<file path="src/rtl/av_pipe_pkg.sv">
// Shared types and constants for the Avalon-MM pipeline stage.
package av_pipe_pkg;

  localparam int AV_DW = 32;
  localparam int AV_AW = 32;

  // Fill pattern returned in place of a read that never came back.
  localparam logic [31:0] AV_DEADBEEF = 32'hDEADBEEF;

  // One buffered command; we=1 marks a write, we=0 a read.
  typedef struct packed {
    logic [AV_AW-1:0]   addr;
    logic [AV_DW/8-1:0] be;
    logic               we;
    logic [AV_DW-1:0]   wdata;
  } av_cmd_t;

  // Width of a counter that must hold values 0 .. n-1.
  function automatic int av_cnt_width(input int n);
    return (n < 2) ? 1 : $clog2(n);
  endfunction

endpackage

</file>
<file path="src/rtl/av_cmd_skid.sv">
// Two-entry command buffer: MAIN drives the downstream port, SKID catches
// one command while MAIN is stalled. The upstream stall is registered so it
// depends only on flops.
module av_cmd_skid
  import av_pipe_pkg::*;
(
  input  logic    clk_i,
  input  logic    rst_n_i,
  input  logic    in_valid_i,
  input  av_cmd_t in_cmd_i,
  input  logic    ds_wait_i,
  input  logic    pend_full_i,
  output logic    wait_o,
  output logic    out_valid_o,
  output av_cmd_t out_cmd_o
);

  logic    main_valid_q, main_valid_d;
  logic    skid_valid_q, skid_valid_d;
  av_cmd_t main_q, main_d;
  av_cmd_t skid_q, skid_d;
  logic    wait_q, wait_d;
  logic    accept;
  logic    drain;

  // Next-state for MAIN/SKID; SKID is never full while accepting because the
  // registered stall already covers a full SKID.
  always_comb begin
    main_valid_d = main_valid_q;
    main_d       = main_q;
    skid_valid_d = skid_valid_q;
    skid_d       = skid_q;
    accept       = in_valid_i & ~wait_q;
    drain        = main_valid_q & ~ds_wait_i;
    if (drain) begin
      if (skid_valid_q) begin
        main_d       = skid_q;
        skid_valid_d = 1'b0;
      end else if (accept) begin
        main_d = in_cmd_i;
      end else begin
        main_valid_d = 1'b0;
      end
    end else if (!main_valid_q) begin
      if (accept) begin
        main_valid_d = 1'b1;
        main_d       = in_cmd_i;
      end
    end else if (accept) begin
      skid_valid_d = 1'b1;
      skid_d       = in_cmd_i;
    end
    wait_d = skid_valid_d | pend_full_i;
  end

  // Buffer and stall registers.
  always_ff @(posedge clk_i or negedge rst_n_i) begin
    if (!rst_n_i) begin
      main_valid_q <= 1'b0;
      skid_valid_q <= 1'b0;
      main_q       <= '0;
      skid_q       <= '0;
      wait_q       <= 1'b0;
    end else begin
      main_valid_q <= main_valid_d;
      skid_valid_q <= skid_valid_d;
      main_q       <= main_d;
      skid_q       <= skid_d;
      wait_q       <= wait_d;
    end
  end

  assign wait_o      = wait_q;
  assign out_valid_o = main_valid_q;
  assign out_cmd_o   = main_q;

endmodule

</file>
<file path="src/rtl/av_pipeline_stage.sv">
// Registered Avalon-MM pipeline stage with bounded outstanding reads.
// Optional macro AV_PIPE_TIMEOUT_EN: hung reads get a synthetic DEADBEEF
// response and the late real response is discarded.
module av_pipeline_stage
  import av_pipe_pkg::*;
#(
  parameter int DW          = AV_DW,
  parameter int AW          = AV_AW,
  parameter int MAX_PENDING = 4,
  parameter int TIMEOUT_CYC = 1024
) (
  input  logic            wb_clk_i,
  input  logic            wb_rst_n_i,
  input  logic [AW-1:0]   s_av_address_i,
  input  logic [DW/8-1:0] s_av_byteenable_i,
  input  logic            s_av_read_i,
  input  logic            s_av_write_i,
  input  logic [DW-1:0]   s_av_writedata_i,
  input  logic [7:0]      s_av_burstcount_i,
  output logic            s_av_waitrequest_o,
  output logic [DW-1:0]   s_av_readdata_o,
  output logic            s_av_readdatavalid_o,
  output logic [AW-1:0]   m_av_address_o,
  output logic [DW/8-1:0] m_av_byteenable_o,
  output logic            m_av_read_o,
  output logic            m_av_write_o,
  output logic [DW-1:0]   m_av_writedata_o,
  output logic [7:0]      m_av_burstcount_o,
  input  logic            m_av_waitrequest_i,
  input  logic [DW-1:0]   m_av_readdata_i,
  input  logic            m_av_readdatavalid_i,
  output logic            timeout_o
);

  av_cmd_t       in_cmd, main_cmd;
  logic          main_valid;
  logic          us_rd_acc, ds_rd_acc, pend_full;
  logic [3:0]    pend_q, pend_d, ds_pend_q, ds_pend_d;
  logic          rvalid_q, rvalid_d;
  logic [DW-1:0] rdata_q, rdata_d;
  logic          unused_burst;

  // Only single-beat transfers exist; the incoming burst count is ignored.
  assign unused_burst = ^s_av_burstcount_i;

  // A write asserted together with a read wins.
  assign in_cmd.addr  = s_av_address_i;
  assign in_cmd.be    = s_av_byteenable_i;
  assign in_cmd.we    = s_av_write_i;
  assign in_cmd.wdata = s_av_writedata_i;

  assign us_rd_acc = s_av_read_i & ~s_av_write_i & ~s_av_waitrequest_o;
  assign ds_rd_acc = m_av_read_o & ~m_av_waitrequest_i;

  // Reads accepted upstream but not yet answered upstream.
  always_comb begin
    pend_d = pend_q + {3'b000, us_rd_acc} - {3'b000, rvalid_q};
  end
  assign pend_full = (pend_d == 4'(MAX_PENDING));

  av_cmd_skid u_skid (
    .clk_i       (wb_clk_i),
    .rst_n_i     (wb_rst_n_i),
    .in_valid_i  (s_av_read_i | s_av_write_i),
    .in_cmd_i    (in_cmd),
    .ds_wait_i   (m_av_waitrequest_i),
    .pend_full_i (pend_full),
    .wait_o      (s_av_waitrequest_o),
    .out_valid_o (main_valid),
    .out_cmd_o   (main_cmd)
  );

  assign m_av_address_o    = main_cmd.addr;
  assign m_av_byteenable_o = main_cmd.be;
  assign m_av_writedata_o  = main_cmd.wdata;
  assign m_av_read_o       = main_valid & ~main_cmd.we;
  assign m_av_write_o      = main_valid & main_cmd.we;
  assign m_av_burstcount_o = 8'h01;

`ifdef AV_PIPE_TIMEOUT_EN
  localparam int CW = av_cnt_width(TIMEOUT_CYC);

  logic [CW-1:0] tcnt_q, tcnt_d;
  logic [3:0]    drop_q, drop_d;
  logic          fire, real_take, real_drop, tmo_q;

  // Response select: real data beats a coinciding timeout; responses owed to
  // already timed-out reads are swallowed via the drop count.
  always_comb begin
    fire      = (ds_pend_q != 4'd0) & ~m_av_readdatavalid_i &
                (tcnt_q == CW'(TIMEOUT_CYC - 1));
    real_drop = m_av_readdatavalid_i & (drop_q != 4'd0);
    real_take = m_av_readdatavalid_i & (drop_q == 4'd0) & (ds_pend_q != 4'd0);
    drop_d    = drop_q + {3'b000, fire} - {3'b000, real_drop};
    tcnt_d    = (m_av_readdatavalid_i | fire | (ds_pend_q == 4'd0)) ? '0 : tcnt_q + CW'(1);
    rvalid_d  = real_take | fire;
    rdata_d   = real_take ? m_av_readdata_i :
                fire      ? {(DW/32){AV_DEADBEEF}} : rdata_q;
    ds_pend_d = ds_pend_q + {3'b000, ds_rd_acc} - {3'b000, rvalid_d};
  end

  // Timeout counter, drop count and the timeout pulse.
  always_ff @(posedge wb_clk_i or negedge wb_rst_n_i) begin
    if (!wb_rst_n_i) begin
      tcnt_q <= '0;
      drop_q <= 4'd0;
      tmo_q  <= 1'b0;
    end else begin
      tcnt_q <= tcnt_d;
      drop_q <= drop_d;
      tmo_q  <= fire;
    end
  end

  assign timeout_o = tmo_q;
`else
  localparam int          unused_cw   = av_cnt_width(TIMEOUT_CYC);
  localparam logic [31:0] unused_fill = AV_DEADBEEF;

  // Response select: a valid with nothing outstanding is stale and dropped.
  always_comb begin
    rvalid_d  = m_av_readdatavalid_i & (ds_pend_q != 4'd0);
    rdata_d   = rvalid_d ? m_av_readdata_i : rdata_q;
    ds_pend_d = ds_pend_q + {3'b000, ds_rd_acc} - {3'b000, rvalid_d};
  end

  assign timeout_o = 1'b0;
`endif

  // Counters and the registered upstream response.
  always_ff @(posedge wb_clk_i or negedge wb_rst_n_i) begin
    if (!wb_rst_n_i) begin
      pend_q    <= 4'd0;
      ds_pend_q <= 4'd0;
      rvalid_q  <= 1'b0;
      rdata_q   <= '0;
    end else begin
      pend_q    <= pend_d;
      ds_pend_q <= ds_pend_d;
      rvalid_q  <= rvalid_d;
      rdata_q   <= rdata_d;
    end
  end

  assign s_av_readdatavalid_o = rvalid_q;
  assign s_av_readdata_o      = rdata_q;

  // Read and write together is an upstream protocol error.
  a_no_rd_wr : assert property (@(posedge wb_clk_i) disable iff (!wb_rst_n_i)
                                !(s_av_read_i && s_av_write_i));

endmodule

</file>
<file path="config.mk">
export PLATFORM = sky130hd
export DESIGN_NAME = av_pipeline_stage
export DESIGN_NICKNAME = d
export VERILOG_FILES = /design/src/rtl/av_pipe_pkg.sv /design/src/rtl/av_cmd_skid.sv /design/src/rtl/av_pipeline_stage.sv
export SDC_FILE = /design/constraint.sdc
export NUM_CORES = 1
export LEC_CHECK = 0
export BUFFER_PORTS_ARGS = -buffer_cell sky130_fd_sc_hd__buf_2
export CORE_ASPECT_RATIO = 2
export CORE_UTILIZATION = 50
export CTS_BUF_LIST = sky130_fd_sc_hd__clkbuf_16
export CTS_CLUSTER_SIZE = 40
export DETAILED_ROUTE_END_ITERATION = 6
export PLACE_DENSITY = 0.74
export RECOVER_POWER = 50
export REMOVE_ABC_BUFFERS = 1
export SLEW_MARGIN = 0
export SYNTH_ARGS = -nofsm -noshare
export SYNTH_HDL_FRONTEND = slang
export SYNTH_SLANG_ARGS = --single-unit
export TNS_END_PERCENT = 1
</file>
<file path="constraint.sdc">
create_clock -name wb_clk_i -period 2.89 [get_ports wb_clk_i]
set_input_delay 0.578 -clock wb_clk_i [delete_from_list [all_inputs] [get_ports wb_clk_i]]
set_output_delay 0.578 -clock wb_clk_i [all_outputs]
set_load 0.05 [all_outputs]
</file>
==> results of run 1 <==
power by group:
part           switching (mW)  total (mW)  internal, mW
combinational            3.71        5.80          2.09
clock                   0.944        2.12          1.17
sequential              0.605        4.35          3.75
registers in the layout (all words and copies together) (netlist names):
register and flops:
s_av_readdata_o 32, pend_q 4, ds_pend_q 4, s_av_readdatavalid_o 1, u_skid.skid_valid_q 1, u_skid.out_cmd_o 69, u_skid.wait_o 1, u_skid.skid_q 69
u_skid.out_valid_o 1
cell type report:
cell class	instances	area (µm²)
Fill cell	1414	7030
Clock buffer	17	425
Inverter	17	63.8
Clock inverter	15	116
Antenna cell	4	10.0
Sequential cell	182	4550
Multi-Input combinational cell	288	3120
Timing Repair Buffer	219	1110
Tap cell	207	259
stage by stage:
stage	total power [mW]	setup slack, ns	TNS [ns]	hold WS, ns
global placement	10.1	0.511	0	0.473
finish	12.3	0.673	0	0.385
global route	13.0	0.434	0	0.368
floorplan	8.83	-0.547	-24.61	0.282
CTS	12.5	0.747	0	0.166
detailed placement	10.4	0.489	0	0.489
synth_stat cells, types with 3 or more instances:
library cell | n | share of area (%)
sky130_fd_sc_hd__a21oi_1 | 3 | 0.18
sky130_fd_sc_hd__buf_2 | 9 | 0.53
sky130_fd_sc_hd__buf_4 | 84 | 7.4
sky130_fd_sc_hd__buf_6 | 6 | 0.80
sky130_fd_sc_hd__dfrtp_1 | 182 | 54
sky130_fd_sc_hd__ha_1 | 9 | 1.3
sky130_fd_sc_hd__inv_1 | 17 | 0.75
sky130_fd_sc_hd__mux2_1 | 60 | 8.0
sky130_fd_sc_hd__mux2_2 | 167 | 22
sky130_fd_sc_hd__mux2_4 | 9 | 1.6
sky130_fd_sc_hd__nor2_1 | 4 | 0.18
path summary, 6_finish.rpt:
| path | start | to | slack (ns) | cells past startpoint |
|---|---|---|---|---|
| max in group asynchronous | wb_rst_n_i | u_skid.skid_q[21] | 0.87 | 2 |
| setup reg to reg | ds_pend_q[2] | ds_pend_q[1] | 0.67 | 11 |
| hold reg to reg | u_skid.skid_q[64] | u_skid.skid_q[64] | 0.50 | 1 |
| setup / recovery | ds_pend_q[2] | ds_pend_q[1] | 0.67 | 11 |
| min in group asynchronous | wb_rst_n_i | u_skid.out_cmd_o[62] | 0.60 | 1 |
| hold / removal | m_av_readdata_i[1] | s_av_readdata_o[1] | 0.39 | 2 |
layer usage:
metal | track usage, % | up-vias | share of wire (%)
met3 | 3.82 | 27 | 4.0
met1 | 20.0 | 2430 | 35
met2 | 35.9 | 138 | 58
met4 | 10.2 | 0 | 3.1
met5 | 0 | - | 0
li1 | - | 2231 | -
cells by family (layout without fill, tap and decap cells):
kind of cell / Yosys count / in the layout / synth area share (%)
buf+inv: 118 / 268 / 9.86
fa+ha+maj: 11 / 11 / 1.80
other cells: 2 / 13 / 0.0885
mux: 237 / 237 / 31.8
simple gates: 16 / 16 / 1.15
xor+xnor: 4 / 4 / 0.413
flops: 182 / 182 / 53.7
compound gates: 11 / 11 / 1.19
cells in the final DEF, fill, tap and decap left out, types with 2 or more instances in the layout:
cell,n
sky130_fd_sc_hd__dfrtp_1,182
sky130_fd_sc_hd__mux2_2,167
sky130_fd_sc_hd__buf_2,162
sky130_fd_sc_hd__mux2_1,60
sky130_fd_sc_hd__clkbuf_1,47
sky130_fd_sc_hd__inv_1,18
sky130_fd_sc_hd__clkbuf_16,17
sky130_fd_sc_hd__mux2_4,9
sky130_fd_sc_hd__ha_1,9
sky130_fd_sc_hd__conb_1,9
sky130_fd_sc_hd__diode_2,4
sky130_fd_sc_hd__nor2_1,4
sky130_fd_sc_hd__clkinv_1,4
sky130_fd_sc_hd__clkinv_4,4
sky130_fd_sc_hd__buf_4,4
sky130_fd_sc_hd__buf_12,4
sky130_fd_sc_hd__a21oi_1,3
sky130_fd_sc_hd__clkinvlp_4,3
sky130_fd_sc_hd__nand3_1,2
sky130_fd_sc_hd__xnor2_1,2
sky130_fd_sc_hd__xor2_1,2
sky130_fd_sc_hd__nand2_1,2
sky130_fd_sc_hd__fa_1,2
sky130_fd_sc_hd__clkinv_2,2
sky130_fd_sc_hd__clkbuf_2,2
worst register-to-register path, cell delays in order (launching register included):
cell and delay [ns]:
sky130_fd_sc_hd__dfrtp_1 0.37, sky130_fd_sc_hd__inv_1 0.08, sky130_fd_sc_hd__ha_1 0.15, sky130_fd_sc_hd__inv_1 0.04, sky130_fd_sc_hd__o31ai_1 0.25, sky130_fd_sc_hd__inv_1 0.10, sky130_fd_sc_hd__ha_1 0.28, sky130_fd_sc_hd__inv_1 0.06
sky130_fd_sc_hd__ha_1 0.16, sky130_fd_sc_hd__inv_1 0.07, sky130_fd_sc_hd__fa_1 0.51, sky130_fd_sc_hd__inv_1 0.04
==> flow_summary.rst, run 1 <==
.. list-table::
   :header-rows: 1

   * - Metric
     - Value
   * - Die Width
     - ~94 µm
   * - Post-CTS Setup Inserts
     - 0
   * - Routed Wire Length
     - between 15,000 and 20,000 µm
   * - Core area
     - 16,700 µm²
   * - Ys async rst share
     - between 90% and 100%
   * - Die area
     - roughly 18,000 µm²
   * - Routability congestion estimate
     - ~0.8
   * - Router iterations before antenna repair
     - 4
   * - Final critical delay including setup and external delays
     - approximately 2.2 ns
   * - HPWL after DPL
     - between 10,000 and 15,000 µm
   * - Fraction of final layout cells with drive strength greater than 1
     - about half
   * - Count of endpoints failing hold in the final timing report
     - 0
   * - Syn. warnings
     - 0
   * - Clock sinks
     - 182
   * - Final Setup Violations
     - 0
   * - Hold-fix buffers, CTS
     - 0
   * - H-tree depth reported by CTS
     - 4
   * - Path type of the worst min-delay path
     - input pin to flop
   * - Fmax
     - around 450 MHz
   * - Unrepaired setup endpoints after global routing
     - no
   * - Final layout net count
     - between 800 and 900
   * - Cell area after placement
     - 9190 µm²
   * - Crit path capture type
     - flop
   * - Measured slew at the worst slew-check pin
     - roughly 1.7 ns
   * - Worst max-slew margin expressed relative to the limit
     - -13.1%
   * - Area growth from synthesis to layout
     - 13.8%
   * - Buffers & Inverters on Critical Path
     - 6
   * - Clock-pin slew on the worst setup and hold paths
     - 0.07 ns
   * - Largest delay contributor family on the critical path
     - adder cells
   * - Worst-path cell chain
     - inv_1 > ha_1 > inv_1 > o31ai_1 > inv_1 > ha_1 > inv_1 > ha_1 > inv_1 > fa_1 > inv_1
   * - Num CTS Buffers
     - 17
   * - Power density relative to cell area
     - 1270 nW/µm²
   * - Most used flip-flop cell after synthesis
     - sky130_fd_sc_hd__dfrtp_1
   * - Post-synth cell types
     - 35
   * - Average via count per standard cell
     - just over 5
   * - Period utilization
     - between 70 and 80%
   * - Number of core rows
     - 67
   * - Number of non-filler instances in the completed layout
     - about 950
   * - CTS Buffer Depth
     - 2
   * - Global Route Usage Sum
     - roughly 19%
   * - Total DRC errors in the routed layout
     - 0
   * - First-pass GRT wire length
     - 25,700 µm
   * - Number of DRC markers after the initial detailed-route iteration
     - around 110
   * - Sequential-to-total area share from yosys stat
     - between 50 and 60%
   * - Die Height
     - roughly 190 µm
   * - Lkg Pwr
     - ~4.4 nW
   * - Data arrival time of the worst path
     - 2.53 ns
   * - Congestion Overflow GR
     - 0
   * - Maximum clock skew at final layout
     - a little under 0.009 ns
   * - ANT nets after route
     - 0
   * - Number of global-route vias before repair
     - approximately 5,300
   * - Setup CP Type
     - flop to flop
   * - Placed cell count
     - 913
   * - Maximum number of pins on one net before global-route repair
     - 68
   * - Required time worst endpoint
     - between 3 and 4 ns
   * - Buffer type at the clock tree root
     - sky130_fd_sc_hd__clkbuf_16
   * - Status
     - complete, but fails checks
   * - Vias post-DR
     - ~4,800
   * - Resize count post-CTS
     - 0
   * - Gate count of the mapped netlist
     - 581
   * - Maximum VDD drop
     - around 0.00065 V
   * - Final non-filler cell area
     - around 9700 µm²
   * - Maximum Capacitance Violations
     - 1
   * - Quantity of I/O buffers inserted on ports
     - between 200 and 250
   * - Number of register bits inferred by synthesis
     - roughly 180
   * - Post-Syn Area
     - ~8500 µm²
   * - TritonCTS clock tree
     - yes
   * - Violated checks
     - max-capacitance violations, max-slew violations
   * - Largest fanout of any net on the critical path
     - 2
   * - Final Core Density
     - roughly 58%
   * - Highest cell delay on the worst timing path
     - 0.51 ns
   * - Count of flip-flops with a built-in enable after synthesis
     - 0
   * - Cell repeated most along the worst path
     - sky130_fd_sc_hd__inv_1
   * - DR WL/cell
     - ~17 µm
   * - Crit start category
     - flop
   * - Initial standard-cell utilization of the core
     - around 50%
   * - Mean Syn Cell Area
     - 14.6 µm²
   * - Initial antenna violation count
     - 3
   * - Clock Latency Late Sink
     - around 0.42 ns
   * - IO Pins
     - 227
   * - Worst-path cell with the longest stage delay
     - sky130_fd_sc_hd__fa_1
   * - Number of pins exceeding their max-slew limit in the final report
     - between 60 and 70
No activity file was read; power rests on OpenSTA's default activity.
==> inputs of run 2 (changes only) <==
Clock period 2.89 ns to 2.2 ns, I/O delays scaled along.
==> run 2 against run 1 <==
  * The run still ends with max-capacitance violations, max-slew violations left
  * Power increased by 34%
  * Routed wire length increased by 1.5%
  * Critical path depth unchanged
  * Clock power increased by 34%
==> flow_summary.rst, run 2 (same netlist as run 1, synthesis figures left out) <==
.. list-table::
   :header-rows: 1

   * - Metric
     - Value
   * - Number of core rows
     - 67
   * - Part of the total power dissipated in combinational logic
     - about 48%
   * - TritonCTS clock tree
     - yes
   * - HPWL after DPL
     - 11,800 µm
   * - NetSw
     - roughly 7.0 mW
   * - Routed Wire Length
     - approximately 16,000 µm
   * - Crit start category
     - flop
   * - Core area
     - roughly 17,000 µm²
   * - Path type of the worst min-delay path
     - input pin to flop
   * - Status
     - complete, but fails checks
   * - Worst max-slew margin expressed relative to the limit
     - -7.51%
   * - Lkg Pwr
     - between 4 and 5 nW
   * - Routability congestion estimate
     - 0.825
   * - Num CTS Buffers
     - 17
   * - Period utilization
     - a little over nine tenths
   * - Design internal power
     - roughly 9.5 mW
   * - Initial standard-cell utilization of the core
     - approximately half
   * - Final critical delay including setup and external delays
     - 2.10 ns
   * - Buffer type at the clock tree root
     - sky130_fd_sc_hd__clkbuf_16
   * - CTS Buffer Depth
     - 2
   * - Top library cells by usage in the layout, fill and taps aside
     - sky130_fd_sc_hd__dfrtp_1, sky130_fd_sc_hd__mux2_2, sky130_fd_sc_hd__buf_2
   * - Maximum Capacitance Violations
     - 1
   * - First-pass GRT wire length
     - 25,500 µm
   * - Clock sinks
     - about 180
   * - Measured slew at the worst slew-check pin
     - 1.61 ns
   * - Overall power
     - about 16 mW
   * - Die area
     - 17,500 µm²
   * - Number of non-filler instances in the completed layout
     - around 950
   * - H-tree depth reported by CTS
     - 4
   * - Required time worst endpoint
     - roughly 2.5 ns
   * - Clock-pin slew on the worst setup and hold paths
     - ~0.06 ns
   * - Final Setup Violations
     - 0
   * - Fmax
     - around 480 MHz
   * - Count of endpoints failing hold in the final timing report
     - 0
   * - Setup CP Type
     - flop to flop
   * - Crit path capture type
     - flop
   * - Die Width
     - between 90 and 100 µm
   * - Maximum number of pins on one net before global-route repair
     - between 60 and 70
   * - Maximum VDD drop
     - 0.00109 V
   * - Hold-fix buffers, CTS
     - 0
   * - Router iterations before antenna repair
     - 4
   * - Average via count per standard cell
     - about 5.1
   * - Area growth from synthesis to layout
     - 15.8%
   * - ANT nets after route
     - 0
   * - Die Height
     - between 150 and 200 µm
   * - Initial antenna violation count
     - 2
   * - Fin worst setup slack
     - just over 0.1 ns
   * - Clock Latency Late Sink
     - between 0.4 and 0.5 ns
   * - Largest fanout of any net on the critical path
     - 2
   * - Number of pins exceeding their max-slew limit in the final report
     - slightly below 60
   * - Final Core Density
     - 58.9%
   * - Congestion Overflow GR
     - 0
   * - IO Pins
     - approximately 230
   * - Pre-CTS worst setup slack
     - -0.0781 ns
   * - DR WL/cell
     - ~17 µm
   * - Sequential group share of total power
     - about a third
   * - Placed cell count
     - about 900
   * - Worst Hold Slack
     - 0.250 ns
   * - Final layout net count
     - between 800 and 900
   * - Power density relative to cell area
     - roughly 1700 nW/µm²
   * - Vias post-DR
     - 4,878
   * - Data arrival time of the worst path
     - ~2.4 ns
   * - Area of the multi-input gates
     - 3170 µm²
   * - Commonest non-fill, non-tap cell in the layout
     - sky130_fd_sc_hd__dfrtp_1
   * - Register area
     - approximately 4600 µm²
   * - Switching part of the total power
     - a little over two fifths
   * - Number of DRC markers after the initial detailed-route iteration
     - between 100 and 150
   * - Layout filler cell count
     - roughly 1,400
   * - Global Route Usage Sum
     - 19.2%
   * - Fraction of final layout cells with drive strength greater than 1
     - 53.0%
   * - Violated checks
     - max-capacitance violations, max-slew violations
   * - Quantity of I/O buffers inserted on ports
     - 209
   * - Number of global-route vias before repair
     - about 5,300
   * - Clock Power Share
     - 17.3%
   * - Total DRC errors in the routed layout
     - 0
   * - Maximum clock skew at final layout
     - roughly 0.0074 ns
==> run 2: worst paths after layout <==
check                                        start                  end  slack (ns)  cells past startpoint
worst max-delay path                  ds_pend_q[3]         ds_pend_q[1]        0.10                     11
worst min-delay path            m_av_readdata_i[6]   s_av_readdata_o[6]        0.25                      2
worst max register to register        ds_pend_q[3]         ds_pend_q[1]        0.10                     11
worst min register to register   u_skid.skid_q[32]    u_skid.skid_q[32]        0.49                      1
max in group asynchronous               wb_rst_n_i    u_skid.skid_q[10]        0.70                      2
min in group asynchronous               wb_rst_n_i  u_skid.out_cmd_o[9]        0.42                      1
==> run 2: power by group through the flow <==
stage	combinational (mW)	sequential (mW)	clock [mW]
after CTS	7.89	5.77	2.93
after global placement	7.65	5.69	0
final	7.80	5.78	2.84
after detailed placement	7.87	5.83	0
after floorplan	3.20	8.40	0
after global routing	8.26	5.96	3.06
==> run 2: stage by stage <==
step | area (µm²) | setup TNS (ns)
after floorplan | 7740 | -124.36
after global placement | 9290 | -0.0154
after detailed placement | 9290 | -0.0781
after CTS | 9840 | 0
after global routing | 9820 | -0.00186
final | 9820 | 0
==> run 2: critical path, stage by stage, from the launching register on <==
cell,delay (ns)
sky130_fd_sc_hd__dfrtp_1,0.38
sky130_fd_sc_hd__inv_2,0.07
sky130_fd_sc_hd__ha_4,0.14
sky130_fd_sc_hd__inv_2,0.04
sky130_fd_sc_hd__o31ai_4,0.26
sky130_fd_sc_hd__inv_2,0.09
sky130_fd_sc_hd__ha_4,0.21
sky130_fd_sc_hd__inv_1,0.05
sky130_fd_sc_hd__ha_2,0.16
sky130_fd_sc_hd__inv_1,0.05
sky130_fd_sc_hd__fa_1,0.48
sky130_fd_sc_hd__inv_1,0.05
==> run 2: area by class of cell <==
type	instances	area share, %
Clock inverter	15	1.29
Timing Repair Buffer	226	12.4
Antenna cell	2	0.0509
Tap cell	207	2.64
Multi-Input combinational cell	288	32.3
Sequential cell	182	46.4
Inverter	17	0.650
Clock buffer	17	4.33
==> run 2: timing repair <==
item                                   CTS  global route
endpoints found under the hold margin    0             0
setup endpoints to repair                0             4
buffers inserted                         0             2
gates resized for setup                  0            10
==> run 2: layer usage <==
metal	up-vias	wire length, µm	global-route usage (%)
met4	0	463	8.92
met5	-	0	0
met2	152	9590	36.8
met1	2480	5550	19.1
met3	26	671	4.39
li1	2220	-	-
